$ cat src/rtl/bram_bank_pkg.sv
// Shared definitions for the stream-to-BRAM-bank controller: command op codes,
// engine states and the stream lane count helper.
package bram_bank_pkg;

  localparam int BANK_W = 5;

  typedef enum logic [1:0] {
    OP_WRITE_SEQ   = 2'd0,
    OP_WRITE_BCAST = 2'd1,
    OP_READ        = 2'd2,
    OP_RSVD        = 2'd3
  } op_e;

  typedef enum logic [1:0] {
    ST_IDLE  = 2'd0,
    ST_WRITE = 2'd1,
    ST_READ  = 2'd2,
    ST_FLUSH = 2'd3
  } state_e;

  function automatic int lanes(input int axis_w, input int data_w);
    return axis_w / data_w;
  endfunction

endpackage

$ cat src/rtl/bank_addr_gen.sv
// Bank-major (bank, address) walker: addresses addr_start..addr_start+count-1
// in each bank from bank_start to bank_end; last_o flags the final element.
module bank_addr_gen
  import bram_bank_pkg::*;
#(
  parameter int ADDR_WIDTH = 9
) (
  input  logic                  clk_i,
  input  logic                  rst_ni,
  input  logic                  load_i,
  input  logic                  advance_i,
  input  logic [BANK_W-1:0]     bank_start_i,
  input  logic [BANK_W-1:0]     bank_end_i,
  input  logic [ADDR_WIDTH-1:0] addr_start_i,
  input  logic [ADDR_WIDTH:0]   addr_count_i,
  output logic [BANK_W-1:0]     bank_o,
  output logic [ADDR_WIDTH-1:0] addr_o,
  output logic                  last_o
);

  logic [BANK_W-1:0]     bank_q, bank_end_q;
  logic [ADDR_WIDTH-1:0] addr_q, addr_start_q;
  logic [ADDR_WIDTH:0]   elem_q, count_q;
  logic                  bank_done;

  assign bank_done = (elem_q == count_q - 1'b1);
  assign last_o    = bank_done && (bank_q == bank_end_q);
  assign bank_o    = bank_q;
  assign addr_o    = addr_q;

  always_ff @(posedge clk_i or negedge rst_ni) begin
    if (!rst_ni) begin
      bank_q       <= '0;
      bank_end_q   <= '0;
      addr_q       <= '0;
      addr_start_q <= '0;
      elem_q       <= '0;
      count_q      <= '0;
    end else if (load_i) begin
      bank_q       <= bank_start_i;
      bank_end_q   <= bank_end_i;
      addr_q       <= addr_start_i;
      addr_start_q <= addr_start_i;
      elem_q       <= '0;
      count_q      <= addr_count_i;
    end else if (advance_i) begin
      // Bank step and address reload happen together at the end of a bank.
      if (bank_done) begin
        elem_q <= '0;
        addr_q <= addr_start_q;
        bank_q <= bank_q + 1'b1;
      end else begin
        elem_q <= elem_q + 1'b1;
        addr_q <= addr_q + 1'b1;
      end
    end
  end

endmodule

$ cat src/rtl/axis_bram_bank_ctrl.sv
// Command-driven engine moving 16-bit elements between AXI4-Stream beats and a
// set of external dual-port BRAM banks (sequential/broadcast write, packed read).
module axis_bram_bank_ctrl
  import bram_bank_pkg::*;
#(
  parameter int NUM_BANKS  = 16,
  parameter int ADDR_WIDTH = 9,
  parameter int DATA_WIDTH = 16,
  parameter int AXIS_WIDTH = 64
) (
  input  logic                            aclk,
  input  logic                            aresetn,
  input  logic                            cmd_valid,
  output logic                            cmd_ready,
  input  logic [1:0]                      cmd_op,
  input  logic [BANK_W-1:0]               cmd_bank_start,
  input  logic [BANK_W-1:0]               cmd_bank_end,
  input  logic [ADDR_WIDTH:0]             cmd_addr_start,
  input  logic [ADDR_WIDTH:0]             cmd_addr_count,
  input  logic [AXIS_WIDTH-1:0]           s_axis_tdata,
  input  logic                            s_axis_tvalid,
  input  logic                            s_axis_tlast,
  output logic                            s_axis_tready,
  output logic [AXIS_WIDTH-1:0]           m_axis_tdata,
  output logic                            m_axis_tvalid,
  output logic                            m_axis_tlast,
  input  logic                            m_axis_tready,
  output logic [NUM_BANKS-1:0]            bank_wr_en,
  output logic [ADDR_WIDTH-1:0]           bank_wr_addr,
  output logic [DATA_WIDTH-1:0]           bank_wr_data,
  output logic [NUM_BANKS-1:0]            bank_rd_en,
  output logic [ADDR_WIDTH-1:0]           bank_rd_addr,
  input  logic [NUM_BANKS*DATA_WIDTH-1:0] bank_rd_data,
  output logic                            busy,
  output logic                            done,
  output logic                            cmd_err,
  output logic                            tlast_err
);

  localparam int LANES  = lanes(AXIS_WIDTH, DATA_WIDTH);
  localparam int LANE_W = (LANES > 1) ? $clog2(LANES) : 1;
  localparam logic [LANE_W-1:0]     LAST_LANE  = LANE_W'(LANES - 1);
  localparam logic [ADDR_WIDTH+1:0] ADDR_LIMIT = (ADDR_WIDTH + 2)'(1) << ADDR_WIDTH;

  state_e                state_q;
  op_e                   op_q, cmd_op_e;
  logic [BANK_W-1:0]     bank_start_q, bank_end_q;
  logic [LANE_W-1:0]     wr_lane_q, rd_lane_q, rd_pend_lane_q;
  logic                  rd_pend_q, rd_pend_end_q, rd_pend_last_q;
  logic [BANK_W-1:0]     rd_pend_bank_q;
  logic [LANES-1:0][DATA_WIDTH-1:0] pack_q, pack_d;
  logic [AXIS_WIDTH-1:0] out_data_q;
  logic                  out_valid_q, out_last_q;
  logic                  done_q, cmd_err_q, tlast_err_q;

  logic [ADDR_WIDTH+1:0] addr_end;
  logic                  cmd_bad, cmd_load;
  logic [BANK_W-1:0]     wr_bank_end, wr_bank, rd_bank;
  logic [ADDR_WIDTH-1:0] wr_addr, rd_addr;
  logic                  wr_last, rd_last, wr_fire, rd_issue, rd_issue_end, out_hs;
  logic [DATA_WIDTH-1:0] wr_elem, rd_elem;

  assign cmd_op_e = op_e'(cmd_op);
  assign addr_end = {1'b0, cmd_addr_start} + {1'b0, cmd_addr_count};
  assign cmd_bad  = (cmd_bank_start > cmd_bank_end)
                 || ({1'b0, cmd_bank_end} >= (BANK_W + 1)'(NUM_BANKS))
                 || (cmd_addr_count == '0)
                 || (addr_end > ADDR_LIMIT)
                 || (cmd_op_e == OP_RSVD);
  assign cmd_load = (state_q == ST_IDLE) && cmd_valid && !cmd_bad;

  // A broadcast walks the address range once; the bank mask fans it out.
  assign wr_bank_end = (cmd_op_e == OP_WRITE_BCAST) ? cmd_bank_start : cmd_bank_end;

  bank_addr_gen #(.ADDR_WIDTH(ADDR_WIDTH)) u_wr_gen (
    .clk_i(aclk), .rst_ni(aresetn), .load_i(cmd_load), .advance_i(wr_fire),
    .bank_start_i(cmd_bank_start), .bank_end_i(wr_bank_end),
    .addr_start_i(cmd_addr_start[ADDR_WIDTH-1:0]), .addr_count_i(cmd_addr_count),
    .bank_o(wr_bank), .addr_o(wr_addr), .last_o(wr_last)
  );

  bank_addr_gen #(.ADDR_WIDTH(ADDR_WIDTH)) u_rd_gen (
    .clk_i(aclk), .rst_ni(aresetn), .load_i(cmd_load), .advance_i(rd_issue),
    .bank_start_i(cmd_bank_start), .bank_end_i(cmd_bank_end),
    .addr_start_i(cmd_addr_start[ADDR_WIDTH-1:0]), .addr_count_i(cmd_addr_count),
    .bank_o(rd_bank), .addr_o(rd_addr), .last_o(rd_last)
  );

  assign wr_fire       = (state_q == ST_WRITE) && s_axis_tvalid;
  assign s_axis_tready = wr_fire && ((wr_lane_q == LAST_LANE) || wr_last);

  assign out_hs       = out_valid_q && m_axis_tready;
  assign rd_issue_end = (rd_lane_q == LAST_LANE) || rd_last;
  // Hold issue while a beat is stuck, and never let two beat-completing reads
  // land back to back into a single output register.
  assign rd_issue = (state_q == ST_READ) && !(out_valid_q && !m_axis_tready)
                 && !(rd_issue_end && rd_pend_q && rd_pend_end_q);

  always_comb begin
    wr_elem = '0;
    for (int l = 0; l < LANES; l++) begin
      if (wr_lane_q == LANE_W'(l)) wr_elem = s_axis_tdata[l*DATA_WIDTH +: DATA_WIDTH];
    end
  end

  always_comb begin
    rd_elem = '0;
    for (int b = 0; b < NUM_BANKS; b++) begin
      if (rd_pend_bank_q == BANK_W'(b)) rd_elem = bank_rd_data[b*DATA_WIDTH +: DATA_WIDTH];
    end
  end

  always_comb begin
    pack_d = pack_q;
    for (int l = 0; l < LANES; l++) begin
      if (rd_pend_lane_q == LANE_W'(l)) pack_d[l] = rd_elem;
    end
  end

  for (genvar gi = 0; gi < NUM_BANKS; gi++) begin : g_bank
    localparam logic [BANK_W-1:0] BANK_ID = BANK_W'(gi);
    assign bank_wr_en[gi] = wr_fire && ((op_q == OP_WRITE_BCAST)
                          ? ((BANK_ID >= bank_start_q) && (BANK_ID <= bank_end_q))
                          : (wr_bank == BANK_ID));
    assign bank_rd_en[gi] = rd_issue && (rd_bank == BANK_ID);
  end

  assign bank_wr_addr  = (state_q == ST_WRITE) ? wr_addr : '0;
  assign bank_wr_data  = (state_q == ST_WRITE) ? wr_elem : '0;
  assign bank_rd_addr  = (state_q == ST_READ) ? rd_addr : '0;
  assign m_axis_tdata  = out_data_q;
  assign m_axis_tvalid = out_valid_q;
  assign m_axis_tlast  = out_last_q;
  assign cmd_ready     = (state_q == ST_IDLE);
  assign busy          = (state_q != ST_IDLE);
  assign done          = done_q;
  assign cmd_err       = cmd_err_q;
  assign tlast_err     = tlast_err_q;

  always_ff @(posedge aclk or negedge aresetn) begin
    if (!aresetn) begin
      state_q      <= ST_IDLE;
      op_q         <= OP_WRITE_SEQ;
      bank_start_q <= '0;
      bank_end_q   <= '0;
      wr_lane_q    <= '0;
      done_q       <= 1'b0;
      cmd_err_q    <= 1'b0;
      tlast_err_q  <= 1'b0;
    end else begin
      done_q      <= 1'b0;
      cmd_err_q   <= 1'b0;
      tlast_err_q <= 1'b0;
      case (state_q)
        ST_IDLE: begin
          if (cmd_valid) begin
            if (cmd_bad) begin
              cmd_err_q <= 1'b1;
            end else begin
              op_q         <= cmd_op_e;
              bank_start_q <= cmd_bank_start;
              bank_end_q   <= cmd_bank_end;
              wr_lane_q    <= '0;
              state_q      <= (cmd_op_e == OP_READ) ? ST_READ : ST_WRITE;
            end
          end
        end
        ST_WRITE: begin
          if (wr_fire) begin
            wr_lane_q <= s_axis_tready ? '0 : wr_lane_q + 1'b1;
            if (s_axis_tready && (s_axis_tlast != wr_last)) tlast_err_q <= 1'b1;
            if (wr_last) begin
              state_q <= ST_IDLE;
              done_q  <= 1'b1;
            end
          end
        end
        ST_READ: begin
          if (rd_issue && rd_last) state_q <= ST_FLUSH;
        end
        ST_FLUSH: begin
          if (out_hs && out_last_q) begin
            state_q <= ST_IDLE;
            done_q  <= 1'b1;
          end
        end
        default: state_q <= ST_IDLE;
      endcase
    end
  end

  always_ff @(posedge aclk or negedge aresetn) begin
    if (!aresetn) begin
      rd_lane_q      <= '0;
      rd_pend_q      <= 1'b0;
      rd_pend_end_q  <= 1'b0;
      rd_pend_last_q <= 1'b0;
      rd_pend_lane_q <= '0;
      rd_pend_bank_q <= '0;
      pack_q         <= '0;
      out_data_q     <= '0;
      out_valid_q    <= 1'b0;
      out_last_q     <= 1'b0;
    end else begin
      if (cmd_load) begin
        rd_lane_q <= '0;
      end else if (rd_issue) begin
        rd_lane_q <= rd_issue_end ? '0 : rd_lane_q + 1'b1;
      end
      rd_pend_q      <= rd_issue;
      rd_pend_end_q  <= rd_issue_end;
      rd_pend_last_q <= rd_last;
      rd_pend_lane_q <= rd_lane_q;
      rd_pend_bank_q <= rd_bank;
      if (out_hs) begin
        out_valid_q <= 1'b0;
        out_last_q  <= 1'b0;
      end
      // Returned element lands one cycle after issue; lanes above it stay zero.
      if (rd_pend_q) begin
        if (rd_pend_end_q) begin
          out_data_q  <= pack_d;
          out_valid_q <= 1'b1;
          out_last_q  <= rd_pend_last_q;
          pack_q      <= '0;
        end else begin
          pack_q <= pack_d;
        end
      end
    end
  end

endmodule
$ cat config.mk
export PLATFORM = sky130hd
export DESIGN_NAME = axis_bram_bank_ctrl
export DESIGN_NICKNAME = d
export VERILOG_FILES = /design/src/rtl/bram_bank_pkg.sv /design/src/rtl/bank_addr_gen.sv /design/src/rtl/axis_bram_bank_ctrl.sv
export SDC_FILE = /design/constraint.sdc
export NUM_CORES = 1
export LEC_CHECK = 0
export ABC_AREA = 1
export CORE_AREA = 5 5 190 192
export CTS_BUF_LIST = sky130_fd_sc_hd__clkbuf_4 sky130_fd_sc_hd__clkbuf_8
export DETAILED_ROUTE_END_ITERATION = 8
export DIE_AREA = 0 0 195 197
export PLACE_DENSITY_LB_ADDON = 0.2
export SYNTH_ARGS = -nofsm -noshare
export SYNTH_HDL_FRONTEND = slang
export SYNTH_HIERARCHICAL = 1
export SYNTH_SLANG_ARGS = --single-unit
$ cat constraint.sdc
create_clock -name aclk -period 8.1 [get_ports aclk]
set_input_delay 2.43 -clock aclk [delete_from_list [all_inputs] [get_ports aclk]]
set_output_delay 2.43 -clock aclk [all_outputs]
set_load 0.02 [all_outputs]
==> impl_metrics.ini <==
[clock_tree]
root_buffer = clkbuf_8
ctsHoldBuffers = 0
cts_resized = 0
clockBufferDepth = 3
numCtsBuffers = 44
clkSlewWorstSetupHoldPaths_ns = 0.05
post_cts_buffers = 0
htree_levels = 2
cts_tree = done
clock_sinks = 257
insertion_delay_ns = 0.59

[yosys]
synth_cell_types = 58
ys_ff_latch = 257
synth-main-ff-cell = dfrtp_1
ys_async_sr_fraction = 1.00
synthCells = 2490
mappedNetlistArea_um2 = 17100
yosysSeqAreaShare = 0.377
synth_edf_count = 0
avgSynthCellArea_um2 = 6.85
yosys_warnings = 6
syn-num-nets = 2877

[sta]
setup_viol = 0
rsz0062_at_grt = false
finClkSkew_ns = 0.0408
whs_ns = 0.469
maxSlewViolCount = 0
min_period_over_period = 0.899
fin_setup_tns_ns = 0
tightest_slew_ns = 1.02
hold_viol_final = 0
period_minus_slack_ns = 7.29
max_slew_margin = 0.320
fmax_ghz = 0.137

[global_route]
grt_use_met1 = 0.444
track_usage = 0.361
grt_max_degree = 149
grt_pass1_wl_um = 110000
busiest_layer = met2
gr-total-overflow = 0
antenna_found_initial = 10
use_met3 = 0.0942
gr-usage-met2 = 0.607
grt_pass1_vias = 18685

[floorplan]
rows = 68
die_w_um = 195
die_h_um = 197
start_util = 0.499
io_pins = 496
core_area_um2 = 34200
die_area_um2 = 38400

[worst_setup_path]
cp-start-kind = primary input
crit_arrival_ns = 4.86
cpLargestDelayFamily = buffers and inverters
crit_buf_inv = 5
critPathKind = primary input to output pin
critPathCaptureType = output pin
crit_chain = clkdlybuf4s50_1, nor2_1, nor3_2, buf_4, inv_1, nor2_1, inv_2, nor3_1, clkdlybuf4s50_1
cp_data_required_time_ns = 5.67
crit_path_max_incr_delay_ns = 0.71
cp_max_fo = 9
cp_slowest_cell = clkdlybuf4s50_1

[route]
ant_nets = 0
dr_total_vias = 19132
routed_wirelength_um = 71900
remaining_drc_errors = 0
firstDrtPassIters = 8
drtIter0Drc = 1952
routedWlPerCell_um = 20.8
vias_per_cell = 5.54

[min_path]
min_path_type = register to register

[run_status]
outcome = finished, final reports clean

[power_and_ir_drop]
p_per_area_nw_per_um2 = 237
p_leak_nw = 10.9
vdd_drop_max_v = 0.000257

[flow_run]
cap_violations = 0

[layout]
final_layout_size_suffix_gt1_frac = 0.0984
nFillCells = 2880
nNetsFinal = 3344
areaGrowthSynthToFinish_pct = 36.8

[place]
numPortBuffers = 495
dp_hpwl_um = 55900
gp_congestion = 1.05
-- routing by layer --
layer	wire length, um	share of wire	up-vias
met5	50	0.00069	-
met4	3310	0.046	10
met3	6800	0.094	180
met2	34100	0.47	1012
met1	27600	0.38	8985
li1	-	-	8945
-- cells in the final DEF, fill, tap and decap left out, drive strengths merged, types with 4 or more instances in the layout --
cell type        n
a21boi          11
a21oi           74
a22oi           16
buf             23
clkbuf          73
clkdlybuf4s50  494
clkinv           8
dfrtp          257
diode            7
ha              28
inv            243
mux2i            5
nand2          827
nand3          276
nand4           62
nor2           230
nor3            21
nor4             5
o21ai          127
o21bai           5
o221ai           4
o22ai            8
or2            114
xnor2           23
xor2            34
-- cell usage after synthesis (all sizes together) (2+ instances only) --
cell type | number | share of area
a21oi | 74 | 0.023
inv | 241 | 0.053
mux2i | 5 | 0.0029
dfrtp | 257 | 0.38
o22ai | 8 | 0.0029
and3 | 3 | 0.0011
o221ai | 4 | 0.0021
clkinv | 5 | 0.0011
xnor2 | 23 | 0.012
ha | 28 | 0.021
nor4 | 5 | 0.0022
nand4 | 62 | 0.023
or2 | 114 | 0.042
o21bai | 5 | 0.0024
a21boi | 11 | 0.0048
buf | 28 | 0.0088
xor2 | 34 | 0.017
a32oi | 2 | 0.0010
a31oi | 2 | 0.00073
o311ai | 2 | 0.0010
nand2 | 827 | 0.19
o211ai | 3 | 0.0013
a22oi | 16 | 0.0070
o21ai | 127 | 0.038
nor3 | 21 | 0.0065
nand3 | 276 | 0.084
nor2 | 230 | 0.057
clkbuf | 68 | 0.015
-- power by group --
part / internal [W] / leakage, nW / total (W) / switching [W]
sequential: 0.00164 / 3.12 / 0.00192 / 0.000271
clock: 0.000699 / 0.505 / 0.00125 / 0.000547
combinational: 0.000998 / 7.30 / 0.00237 / 0.00137
-- stage by stage --
stage | instances | util | cell area [um^2] | power [W] | setup slack [ns]
after floorplan | 2490 | - | 17100 | 0.00324 | 1.99
after global placement | 3366 | 0.655 | 22400 | 0.00418 | 0.902
after detailed placement | 3366 | 0.655 | 22400 | 0.00427 | 0.905
after CTS | 3444 | 0.682 | 23300 | 0.00552 | 0.893
after global routing | 3449 | 0.682 | 23300 | 0.00584 | 0.768
final | 3451 | 0.683 | 23300 | 0.00553 | 0.814
-- flip-flops by register name (all words and copies together) (netlist names), 5 cells and up --
signal and cells:
u_wr_gen/addr_start_q 9, bank_end_q 5, u_wr_gen/elem_q 10, bank_start_q 5, u_wr_gen/addr_o 9, u_wr_gen/bank_o 5
u_rd_gen/addr_o 9, m_axis_tdata 64, u_rd_gen/bank_o 5, u_wr_gen/count_q 10, pack_q 64, u_rd_gen/bank_end_q 5
u_wr_gen/bank_end_q 5, u_rd_gen/addr_start_q 9, u_rd_gen/elem_q 10, rd_pend_bank_q 5, u_rd_gen/count_q 10
-- path summary, 6_finish.rpt --
check | to | slack, ns | start | depth (start not counted)
hold / removal | u_wr_gen/addr_start_q[4] | 0.47 | u_wr_gen/addr_start_q[4] | 2
setup reg to reg | u_rd_gen/bank_o[3] | 3.94 | u_rd_gen/count_q[0] | 21
max in group asynchronous | u_wr_gen/count_q[9] | 4.92 | aresetn | 2
min in group asynchronous | m_axis_tdata[35] | 1.84 | aresetn | 1
setup / recovery | bank_rd_en[8] | 0.81 | m_axis_tready | 9
hold reg to reg | u_wr_gen/addr_start_q[4] | 0.47 | u_wr_gen/addr_start_q[4] | 2
-- area by class of cell --
class,count,area [um^2],share of cell area
multi-input combinational,1891,9320,0.399
sequential,257,6430,0.275
timing repair buffer,517,5140,0.220
inverter,246,931,0.0399
clock buffer,73,892,0.0382
tap,455,569,0.0244
clock inverter,5,48.8,0.00209
antenna,7,17.5,0.000750
-- tightest hold or removal path, delay by kind of cell (launching register included) --
kind / cells / cell delay [ns]
and+or+nand+nor: 2 / 0.11
DFF: 1 / 0.32
-- cells by family (layout without fill, tap and decap cells) --
group / count (synthesis) / in the layout / share of synthesized area
other: 0 / 7 / 0
multiplexers: 5 / 5 / 0.00293
AO/OA/AOI/OAI: 259 / 259 / 0.0875
XOR/XNOR: 57 / 57 / 0.0293
AND/OR/NAND/NOR: 1541 / 1541 / 0.404
adder cells (fa/ha/maj): 29 / 29 / 0.0217
flip-flops: 257 / 257 / 0.377
buffers and inverters: 342 / 841 / 0.0783
Power figures use the tool's default switching activity.
